==> config.mk <==
export PLATFORM = sky130hd
export DESIGN_NAME = iterative_shifter
export DESIGN_NICKNAME = d
export VERILOG_FILES = /design/src/rtl/shifter_pkg.sv /design/src/rtl/shift_step.sv /design/src/rtl/iterative_shifter.sv
export SDC_FILE = /design/constraint.sdc
export NUM_CORES = 1
export LEC_CHECK = 0
export ABC_AREA = 1
export BUFFER_PORTS_ARGS = -buffer_cell sky130_fd_sc_hd__buf_2
export CORE_UTILIZATION = 47
export CTS_CLUSTER_DIAMETER = 200
export DETAILED_ROUTE_END_ITERATION = 8
export PLACE_DENSITY = 0.73
export SYNTH_ARGS = -nofsm -noshare
export SYNTH_HDL_FRONTEND = slang
export SYNTH_SLANG_ARGS = --single-unit
==> constraint.sdc <==
create_clock -name clock -period 4.46 [get_ports clock]
set_input_delay 0.669 -clock clock [delete_from_list [all_inputs] [get_ports clock]]
set_output_delay 0.669 -clock clock [all_outputs]
set_load 0.05 [all_outputs]
==> src/rtl/shifter_pkg.sv <==
// Shared constants and encodings for the iterative shift unit.
package shifter_pkg;

    localparam int WIDTH   = 32;
    localparam int SHAMT_W = 5;

    typedef enum logic [1:0] {
        OP_SLL = 2'b00,
        OP_SRL = 2'b01,
        OP_SRA = 2'b10,
        OP_ROR = 2'b11
    } op_e;

    typedef enum logic [1:0] {
        S_IDLE  = 2'b00,
        S_SHIFT = 2'b01,
        S_DONE  = 2'b10
    } state_e;

endpackage

==> src/rtl/shift_step.sv <==
// Combinational single step of a shift/rotate: moves value by 1 or 2 bit positions.
module shift_step #(
    parameter int WIDTH = shifter_pkg::WIDTH
) (
    input  logic [WIDTH-1:0] value,
    input  logic [1:0]       op,
    input  logic             two,
    output logic [WIDTH-1:0] stepped
);
    import shifter_pkg::*;

    logic fill;

    // Bit entering at the top for non-rotating right shifts: sign for SRA, zero for SRL.
    assign fill = (op == OP_SRA) & value[WIDTH-1];

    genvar gi;
    generate
        for (gi = 0; gi < WIDTH; gi++) begin : g_bit
            logic l1, l2, r1, r2;

            if (gi >= 1) begin : g_l1
                assign l1 = value[gi-1];
            end else begin : g_l1_zero
                assign l1 = 1'b0;
            end

            if (gi >= 2) begin : g_l2
                assign l2 = value[gi-2];
            end else begin : g_l2_zero
                assign l2 = 1'b0;
            end

            if (gi + 1 < WIDTH) begin : g_r1
                assign r1 = value[gi+1];
            end else begin : g_r1_top
                assign r1 = (op == OP_ROR) ? value[gi+1-WIDTH] : fill;
            end

            if (gi + 2 < WIDTH) begin : g_r2
                assign r2 = value[gi+2];
            end else begin : g_r2_top
                assign r2 = (op == OP_ROR) ? value[gi+2-WIDTH] : fill;
            end

            assign stepped[gi] = (op == OP_SLL) ? (two ? l2 : l1) : (two ? r2 : r1);
        end
    endgenerate

endmodule

==> src/rtl/iterative_shifter.sv <==
// Multi-cycle shift/rotate unit: up to two bit positions per cycle, valid/ready on both sides.
module iterative_shifter #(
    parameter int WIDTH   = shifter_pkg::WIDTH,
    parameter int SHAMT_W = shifter_pkg::SHAMT_W
) (
    input  logic               clock,
    input  logic               reset,
    input  logic               in_valid,
    output logic               in_ready,
    input  logic [WIDTH-1:0]   operand,
    input  logic [SHAMT_W-1:0] shamt,
    input  logic [1:0]         op,
    output logic               out_valid,
    input  logic               out_ready,
    output logic [WIDTH-1:0]   result,
    output logic               busy
);
    import shifter_pkg::*;

    state_e             state_reg, state_next;
    logic [WIDTH-1:0]   result_reg, result_next;
    logic [SHAMT_W-1:0] remaining_reg, remaining_next;
    logic [1:0]         op_reg, op_next;
    logic [WIDTH-1:0]   stepped;
    logic               two;

    assign two = (remaining_reg > SHAMT_W'(1));

    shift_step #(.WIDTH(WIDTH)) u_step (
        .value   (result_reg),
        .op      (op_reg),
        .two     (two),
        .stepped (stepped)
    );

    always_ff @(posedge clock) begin
        if (!reset) begin
            state_reg     <= S_IDLE;
            result_reg    <= '0;
            remaining_reg <= '0;
            op_reg        <= OP_SLL;
        end else begin
            state_reg     <= state_next;
            result_reg    <= result_next;
            remaining_reg <= remaining_next;
            op_reg        <= op_next;
        end
    end

    always_comb begin
        state_next     = state_reg;
        result_next    = result_reg;
        remaining_next = remaining_reg;
        op_next        = op_reg;
        case (state_reg)
            S_IDLE: begin
                if (in_valid) begin
                    result_next    = operand;
                    remaining_next = shamt;
                    op_next        = op;
                    state_next     = (shamt == '0) ? S_DONE : S_SHIFT;
                end
            end
            S_SHIFT: begin
                // A zero count here cannot arise from IDLE, but must not trap the FSM.
                if (remaining_reg == '0) begin
                    state_next = S_DONE;
                end else begin
                    result_next    = stepped;
                    remaining_next = remaining_reg - (two ? SHAMT_W'(2) : SHAMT_W'(1));
                    if (remaining_next == '0)
                        state_next = S_DONE;
                end
            end
            S_DONE: begin
                if (out_ready)
                    state_next = S_IDLE;
            end
            default: state_next = S_IDLE;
        endcase
    end

    assign in_ready  = (state_reg == S_IDLE);
    assign out_valid = (state_reg == S_DONE);
    assign busy      = (state_reg != S_IDLE);
    assign result    = result_reg;

endmodule

==> results of run 1 <==
[where the power goes]
group	total [mW]	leakage (nW)	switching [mW]	internal, mW
logic	1.59	1.10	1.17	0.417
registers	0.635	0.340	0.135	0.500
clock network	0.323	0.0585	0.140	0.183
total	2.54	1.50	1.44	1.10
[stage by stage]
step | instance area, um2 | util | cells
after floorplan | 2860 | - | 452
after global placement | 3160 | 0.537 | 574
after detailed placement | 3160 | 0.537 | 574
after CTS | 3280 | 0.557 | 582
after global routing | 3280 | 0.557 | 582
final | 3280 | 0.557 | 582
[metal layers]
| layer | up-vias | GRT usage |
|---|---|---|
| met5 | - | 0 |
| met4 | 0 | 0.0679 |
| met3 | 8 | 0.0446 |
| met2 | 105 | 0.406 |
| met1 | 1385 | 0.300 |
| li1 | 1636 | - |
[worst max-delay path by stage]
| stage | from | to |
|---|---|---|
| 2_1_floorplan | remaining_reg[2]$_SDFFE_PN0P_ | state_reg[0]$_SDFFE_PN0P_ |
| 3_3_place_gp | remaining_reg[2]$_SDFFE_PN0P_ | state_reg[0]$_SDFFE_PN0P_ |
| 3_5_place_dp | remaining_reg[2]$_SDFFE_PN0P_ | state_reg[0]$_SDFFE_PN0P_ |
| 4_1_cts | remaining_reg[2]$_SDFFE_PN0P_ | state_reg[0]$_SDFFE_PN0P_ |
| 5_1_grt | remaining_reg[2]$_SDFFE_PN0P_ | state_reg[0]$_SDFFE_PN0P_ |
| 6_report | remaining_reg[2]$_SDFFE_PN0P_ | state_reg[0]$_SDFFE_PN0P_ |
[logic make-up (layout without fill, tap and decap cells)]
logic type,count (synthesis),count (layout)
compound gates,175,175
fa+ha+maj,3,3
buf+inv,80,135
flops,41,41
simple gates,153,153
[cell type report]
| cell class | count | area, um2 | share of cell area |
|---|---|---|---|
| Multi-Input combinational cell | 331 | 1670 | 0.510 |
| Tap cell | 75 | 93.8 | 0.0286 |
| Inverter | 50 | 188 | 0.0573 |
| Timing Repair Buffer | 77 | 385 | 0.118 |
| Sequential cell | 41 | 821 | 0.251 |
| Clock buffer | 7 | 86.3 | 0.0264 |
| Clock inverter | 1 | 30.0 | 0.00917 |
[worst reg2reg max path, stage by stage (launching register included)]
cell and delay [ps]:
dfxtp_1 450, nor2_4 80, nand2_4 520, clkinv_1 440, ha_1 320, fa_1 500, nand2_1 60, nand3b_1 150
nor2_1 100, nand2_1 60, nand2_1 90, o21ai_0 80, nand2_1 70, inv_1 40
[cells in the final DEF (no fill, tap or decap), types with 2 or more instances in the layout]
cell type and count:
or2_2 2, nor2_4 2, nand3b_1 2, a31oi_1 27, a21oi_1 16, o211ai_1 2
dfxtp_1 41, inv_2 3, nand2_1 119, a22oi_1 2, clkbuf_8 6, o21ai_0 98
nand3_1 11, nor2_2 3, a21boi_0 26, nor2_1 11, o21ai_1 2, buf_2 77
ha_1 2, inv_1 46
==> metrics.md, run 1 <==
| Metric | Value |
|---|---|
| Outcome | finished, final reports clean |
| Worst Tran Pin Value | 1150 ps |
| P per Cell Area | 777 nW/um2 |
| Min cycle time layout | 3070 ps |
| CTS buffer count | 5 |
| Max Cap Viol | 0 |
| Clk_skew | 10.9 ps |
| Drt drc | 0 |
| FP Rows | 28 |
| ANT nets after route | 0 |
| Worst skew pair latency | 310 ps |
| Crit path max-delay family | simple AND/OR/NAND/NOR gates |
| Initial Util | 0.486 |
| Critical Path Max Stage Delay | 520 ps |
| Levels on crit path | 13 |
| Main combinational cell family by area after synthesis | compound AO/OA/AOI/OAI gates |
| Initial antenna violation count | 0 |
| Critical Path, Cell by Cell | nor2_4 -> nand2_4 -> clkinv_1 -> ha_1 -> fa_1 -> nand2_1 -> nand3b_1 -> nor2_1 -> nand2_1 -> nand2_1 -> o21ai_0 -> nand2_1 -> inv_1 |
| Iteration-0 DRC Markers | 188 |
| H-tree Lvls | 2 |
| RSZ-0062 raised after global routing | false |
| Number of post-CTS setup repair buffers | 0 |
| Worst-case hold path end point | remaining_reg[0]$_SDFFE_PN0P_ |
| Layout cells sized above 1 | 0.191 |
| Hold path cells | 2 |
| Final-layout fill cell count | 620 |
| Crit path required time | 4670 ps |
| Hold Startpoint | remaining_reg[0]$_SDFFE_PN0P_ |
| Clock sinks | 41 |
| Post-synthesis adder-cell area fraction | 0.0158 |
| Slew Limit Fails | 0 |
| Post-CTS resize count | 0 |
| Dpl ws | 1400 ps |
| Total power draw | 2.54 mW |
| Crit Path Max Fanout | 90 |
| HPWL after DPL | 4870 um |
| Total Wirelength | 7290 um |
| Area grow syn2layout | 14.6% |
| Mapped cell area | 2860 um2 |
| RR Endpoint | state_reg[0]$_SDFFE_PN0P_ |
| Die X | 80.0 um |
| Syn Area/Cell | 6.32 um2 |
| Most numerous cell in the Yosys netlist | nand2_1 |
| WL met2 | 3390 um |
| Chip height | 80.0 um |
| Max reg flops | 32 |
| CP Buf/Inv Count | 2 |
| Fraction of registers with async set/reset | 0 |
| Via density | 5.38 |
| P_leak | 1.50 nW |
| Mux contribution to synthesized area | 0 |
| Drt first pass iters | 5 |
| First-pass GRT wire length | 12,000 um |
| Synth top cells by count | nand2_1, o21ai_0, inv_1, dfxtp_1, a31oi_1 |
| CP dominant cell by count | nand2_1 |
| Top cell type's share of synthesized area | 0.287 |
| Worst reg2reg startpoint | remaining_reg[2]$_SDFFE_PN0P_ |
| CTS tree | built |
| #FFs+latches synth | 41 |
| Clock-pin slew on the worst setup and hold paths | 90 ps |
| Routability cong. | 0.831 |
| DIE AREA | 6400 um2 |
| Mapped Nets | 498 |
| Top routing layer in use | met4 |
| Ports | 78 |
| Largest cells by area after synthesis | dfxtp_1, o21ai_0, nand2_1 |
| Synth warnings | 0 |
| Slowest stage cell on the critical path | nand2_4 |
| FF-to-FF setup slack | 1390 ps |
| Sequential share of the synthesized area | 0.287 |
| Crit path capture type | flip-flop |
| Gate Count Post-Synth | 452 |
| Slack of the critical path | 1390 ps |
| Gr ovfl total | 0 |
| Largest net degree at the start of global routing | 91 |
| Post-Synth Simple-Gate Area | 0.222 |
| Antenna fix cells | 0 |
| Vias in the first global route | 2,740 |
| Fmax | 0.326 GHz |
| Clock root buffer | clkbuf_8 |
| Worst hold path class | reg -> reg |
| Yosys cell types | 30 |
| Period utilization | 0.688 |
| CP arrival | 3280 ps |
| VDD IR max | 0.751 mV |
| Post-synthesis compound-gate area fraction | 0.347 |
| Sum of negative setup slack | 0 ps |
| Post-synth EDFFs | 0 |
| Final Hold Fails | 0 |
| Max clock buf depth | 2 |
| Setup-violating endpoint count in the final report | 0 |
| Max-Slew Margin vs Limit | 0.233 |
| Vias after detailed routing | 3,134 |
| Layout Nets | 552 |
| Setup CP Type | reg -> reg |
| Met3 WL | 475 um |
| Core area | 5890 um2 |
| Port bufs | 77 |
| R2r worst-path depth | 13 |
| Setup crit start kind | flip-flop |
| Post-CTS Hold Buffers | 0 |
| Met1 WL | 3330 um |
| Overall global routing resource usage | 0.237 |
| Post-Synth XOR/XNOR Area | 0 |
| Yosys top cell by area | dfxtp_1 |
| Hold WS | 510 ps |
| Main synth FF type | dfxtp_1 |
| Routed length per placed instance | 12.5 um |
Power figures use the tool's default switching activity.
==> run 2, diff against run 1 <==
--- a/config.mk
+++ b/config.mk
@@ -10,7 +10,7 @@
 export CORE_UTILIZATION = 47
 export CTS_CLUSTER_DIAMETER = 200
 export DETAILED_ROUTE_END_ITERATION = 8
-export PLACE_DENSITY = 0.73
+export PLACE_DENSITY = 0.76
 export SYNTH_ARGS = -nofsm -noshare
 export SYNTH_HDL_FRONTEND = slang
 export SYNTH_SLANG_ARGS = --single-unit
==> constraint.sdc (replaced) <==
create_clock -name clock -period 2.5 [get_ports clock]
set_input_delay 0.375 -clock clock [delete_from_list [all_inputs] [get_ports clock]]
set_output_delay 0.375 -clock clock [all_outputs]
set_load 0.05 [all_outputs]
==> run 2 against run 1 <==
Net effect:
- critical path depth shrank 5
- power grew 77%
- maximum frequency grew 42%
- non-clock buffer count grew 7
- sequential share of layout area shrank 0.24 points
- first-iteration DRC count grew 22%
- clock skew shrank 3.6 ps
- register-to-register slack lost 1100 ps
- flip-flop and latch count is the same
- die area is the same
- clock power grew 33%
- critical path type unchanged
- critical endpoint is now result[30]$_SDFFE_PN0P_
- largest cell class unchanged
- highest routed layer unchanged
==> metrics.md, run 2 (synthesis gave the netlist of run 1 again) <==
| Metric | Value |
|---|---|
| Outcome | finished, final reports clean |
| Sum of negative setup slack | 0 ps (unchanged) |
| Hold path cells | 3 (+1) |
| HPWL after DPL | 5090 um (+4.6%) |
| Hold WS | 331 ps (-179 ps) |
| Total Wirelength | 7290 um (about the same) |
| Clock sinks | 41 (unchanged) |
| CTS tree | built |
| Util after Layout | 0.562 (+0.00531) |
| Vias after detailed routing | 3,157 (+0.73%) |
| RR Endpoint | result[30]$_SDFFE_PN0P_ |
| H-tree Lvls | 2 (unchanged) |
| Post-CTS Hold Buffers | 0 (unchanged) |
| P per Cell Area | 1360 nW/um2 (+75%) |
| Routability cong. | 0.819 (-1.4%) |
| Clock-pin slew on the worst setup and hold paths | 80 ps (about the same) |
| Max clock buf depth | 2 (unchanged) |
| Setup-violating endpoint count in the final report | 0 (unchanged) |
| Clk_skew | 7.29 ps (-3.62 ps) |
| Max reg flops | 32 (unchanged) |
| Antenna fix cells | 0 (unchanged) |
| Initial Util | 0.486 (unchanged) |
| Number of post-CTS setup repair buffers | 0 (unchanged) |
| Worst reg2reg startpoint | remaining_reg[2]$_SDFFE_PN0P_ |
| Crit path max-delay family | buffers and inverters |
| Die X | 80.0 um (unchanged) |
| First-pass GRT wire length | 12,400 um (+3.2%) |
| Max-Slew Margin vs Limit | 0.556 (+0.323) |
| Vias in the first global route | 2,920 (+6.6%) |
| Core area | 5890 um2 (unchanged) |
| Fmax | 0.463 GHz (+42%) |
| RSZ-0062 raised after global routing | false |
| Ports | 78 (unchanged) |
| Hold Startpoint | op[1] |
| P_leak | 1.52 nW (+1.7%) |
| Most frequent cells in the layout | nand2_1, o21ai_0, buf_2 |
| R2r worst-path depth | 8 (-5) |
| CTS buffer count | 5 (unchanged) |
| Setup crit start kind | flip-flop |
| Slowest stage cell on the critical path | buf_4 |
| Critical Path Max Stage Delay | 550 ps (+30 ps) |
| Worst-case hold path end point | op_reg[1]$_SDFFE_PN0P_ |
| Initial antenna violation count | 0 (unchanged) |
| Max Cap Viol | 0 (unchanged) |
| Crit Path Max Fanout | 88 (-2.2%) |
| FF-to-FF setup slack | 340 ps (-1050 ps) |
| Drt drc | 0 (unchanged) |
| Routed length per placed instance | 12.4 um (-1.2%) |
| Port bufs | 77 (unchanged) |
| Gr ovfl total | 0 (unchanged) |
| Critical Path, Cell by Cell | nor2_4 -> nand2_4 -> buf_4 -> o21ai_2 -> nand2_2 -> buf_12 -> o21ai_0 -> a31oi_1 |
| Most common cell after layout, fill and taps aside | nand2_1 |
| Clock root buffer | clkbuf_8 |
| Min cycle time layout | 2160 ps (-910 ps) |
| Non-Filler Instances | 589 (+1.2%) |
| Via density | 5.36 (-0.46%) |
| VDD IR max | 0.656 mV (-13%) |
| CP Buf/Inv Count | 2 (unchanged) |
| Chip height | 80.0 um (unchanged) |
| FP Rows | 28 (unchanged) |
| Final Hold Fails | 0 (unchanged) |
| Layout cells sized above 1 | 0.202 (+0.0110) |
| Iteration-0 DRC Markers | 229 (+22%) |
| Post-CTS resize count | 0 (unchanged) |
| Worst skew pair latency | 300 ps (about the same) |
| ANT nets after route | 0 (unchanged) |
| Setup CP Type | reg -> reg |
| Crit path capture type | flip-flop |
| Period utilization | 0.863 (+0.175) |
| Placed Instances | 581 (+1.2%) |
| Worst hold path class | in -> reg |
| Overall global routing resource usage | 0.243 (+0.00577) |
| Area grow syn2layout | 15.7% |
| DIE AREA | 6400 um2 (unchanged) |
| CP arrival | 2380 ps (-900 ps) |
| Layout Nets | 559 (+1.3%) |
| Slew Limit Fails | 0 (unchanged) |
| Crit path required time | 2720 ps (-1950 ps) |
| Largest net degree at the start of global routing | 89 (-2.2%) |
| Drt first pass iters | 4 (-1) |
| Worst Tran Pin Value | 667 ps (-483 ps) |
==> run 2: cell count changes in the layout (fill, tap and decap cells not counted), sizes merged <==
cell,previous run,this run
buf,77,84
clkinv,1,3
bufinv,1,0
clkbuf,7,6
==> run 2: per-layer routing <==
layer	wire length, um	vias up	GRT usage
li1	-	1636	-
met3	363	6	0.0549
met5	0	-	0
met1	3410	1449	0.296
met4	68	0	0.0750
met2	3450	66	0.421
==> run 2: worst max-delay path by stage <==
| stage | startpoint | end | slack (ps) | cells past startpoint |
|---|---|---|---|---|
| after global placement | remaining_reg[2]$_SDFFE_PN0P_ | result[31]$_SDFFE_PN0P_ | 460 | 9 |
| final | remaining_reg[2]$_SDFFE_PN0P_ | result[30]$_SDFFE_PN0P_ | 340 | 8 |
| after global routing | remaining_reg[2]$_SDFFE_PN0P_ | result[31]$_SDFFE_PN0P_ | 120 | 9 |
| after floorplan | remaining_reg[2]$_SDFFE_PN0P_ | state_reg[0]$_SDFFE_PN0P_ | 360 | 13 |
| after detailed placement | remaining_reg[2]$_SDFFE_PN0P_ | result[18]$_SDFFE_PN0P_ | 360 | 8 |
| after CTS | remaining_reg[2]$_SDFFE_PN0P_ | result[18]$_SDFFE_PN0P_ | 340 | 8 |
==> run 2: area by class of cell <==
class,count,area (um2)
well taps,75,93.8
clock buffers,6,72.6
fillers,624,2580
multi-input cells,331,1670
flip-flops and latches,41,821
repair buffers,84,450
inverters,50,188
clock inverters,2,10.0
==> run 2: worst min-delay path: stages <==
cell and delay [ps]:
buf_2 70, o21ai_0 70, nor2_1 80
==> run 2: power breakdown <==
part | internal [mW] | switching (mW)
Sequential | 0.891 | 0.237
Clock | 0.194 | 0.234
Combinational | 0.828 | 2.11
Total | 1.91 | 2.58
==> run 2: stage by stage <==
step	setup slack (ps)	total power, mW	cell area, um2
2_1_floorplan	361	3.52	2860
3_3_place_gp	460	4.01	3220
3_5_place_dp	357	4.07	3220
4_1_cts	342	4.50	3310
5_1_grt	125	4.93	3310
6_report	341	4.49	3310
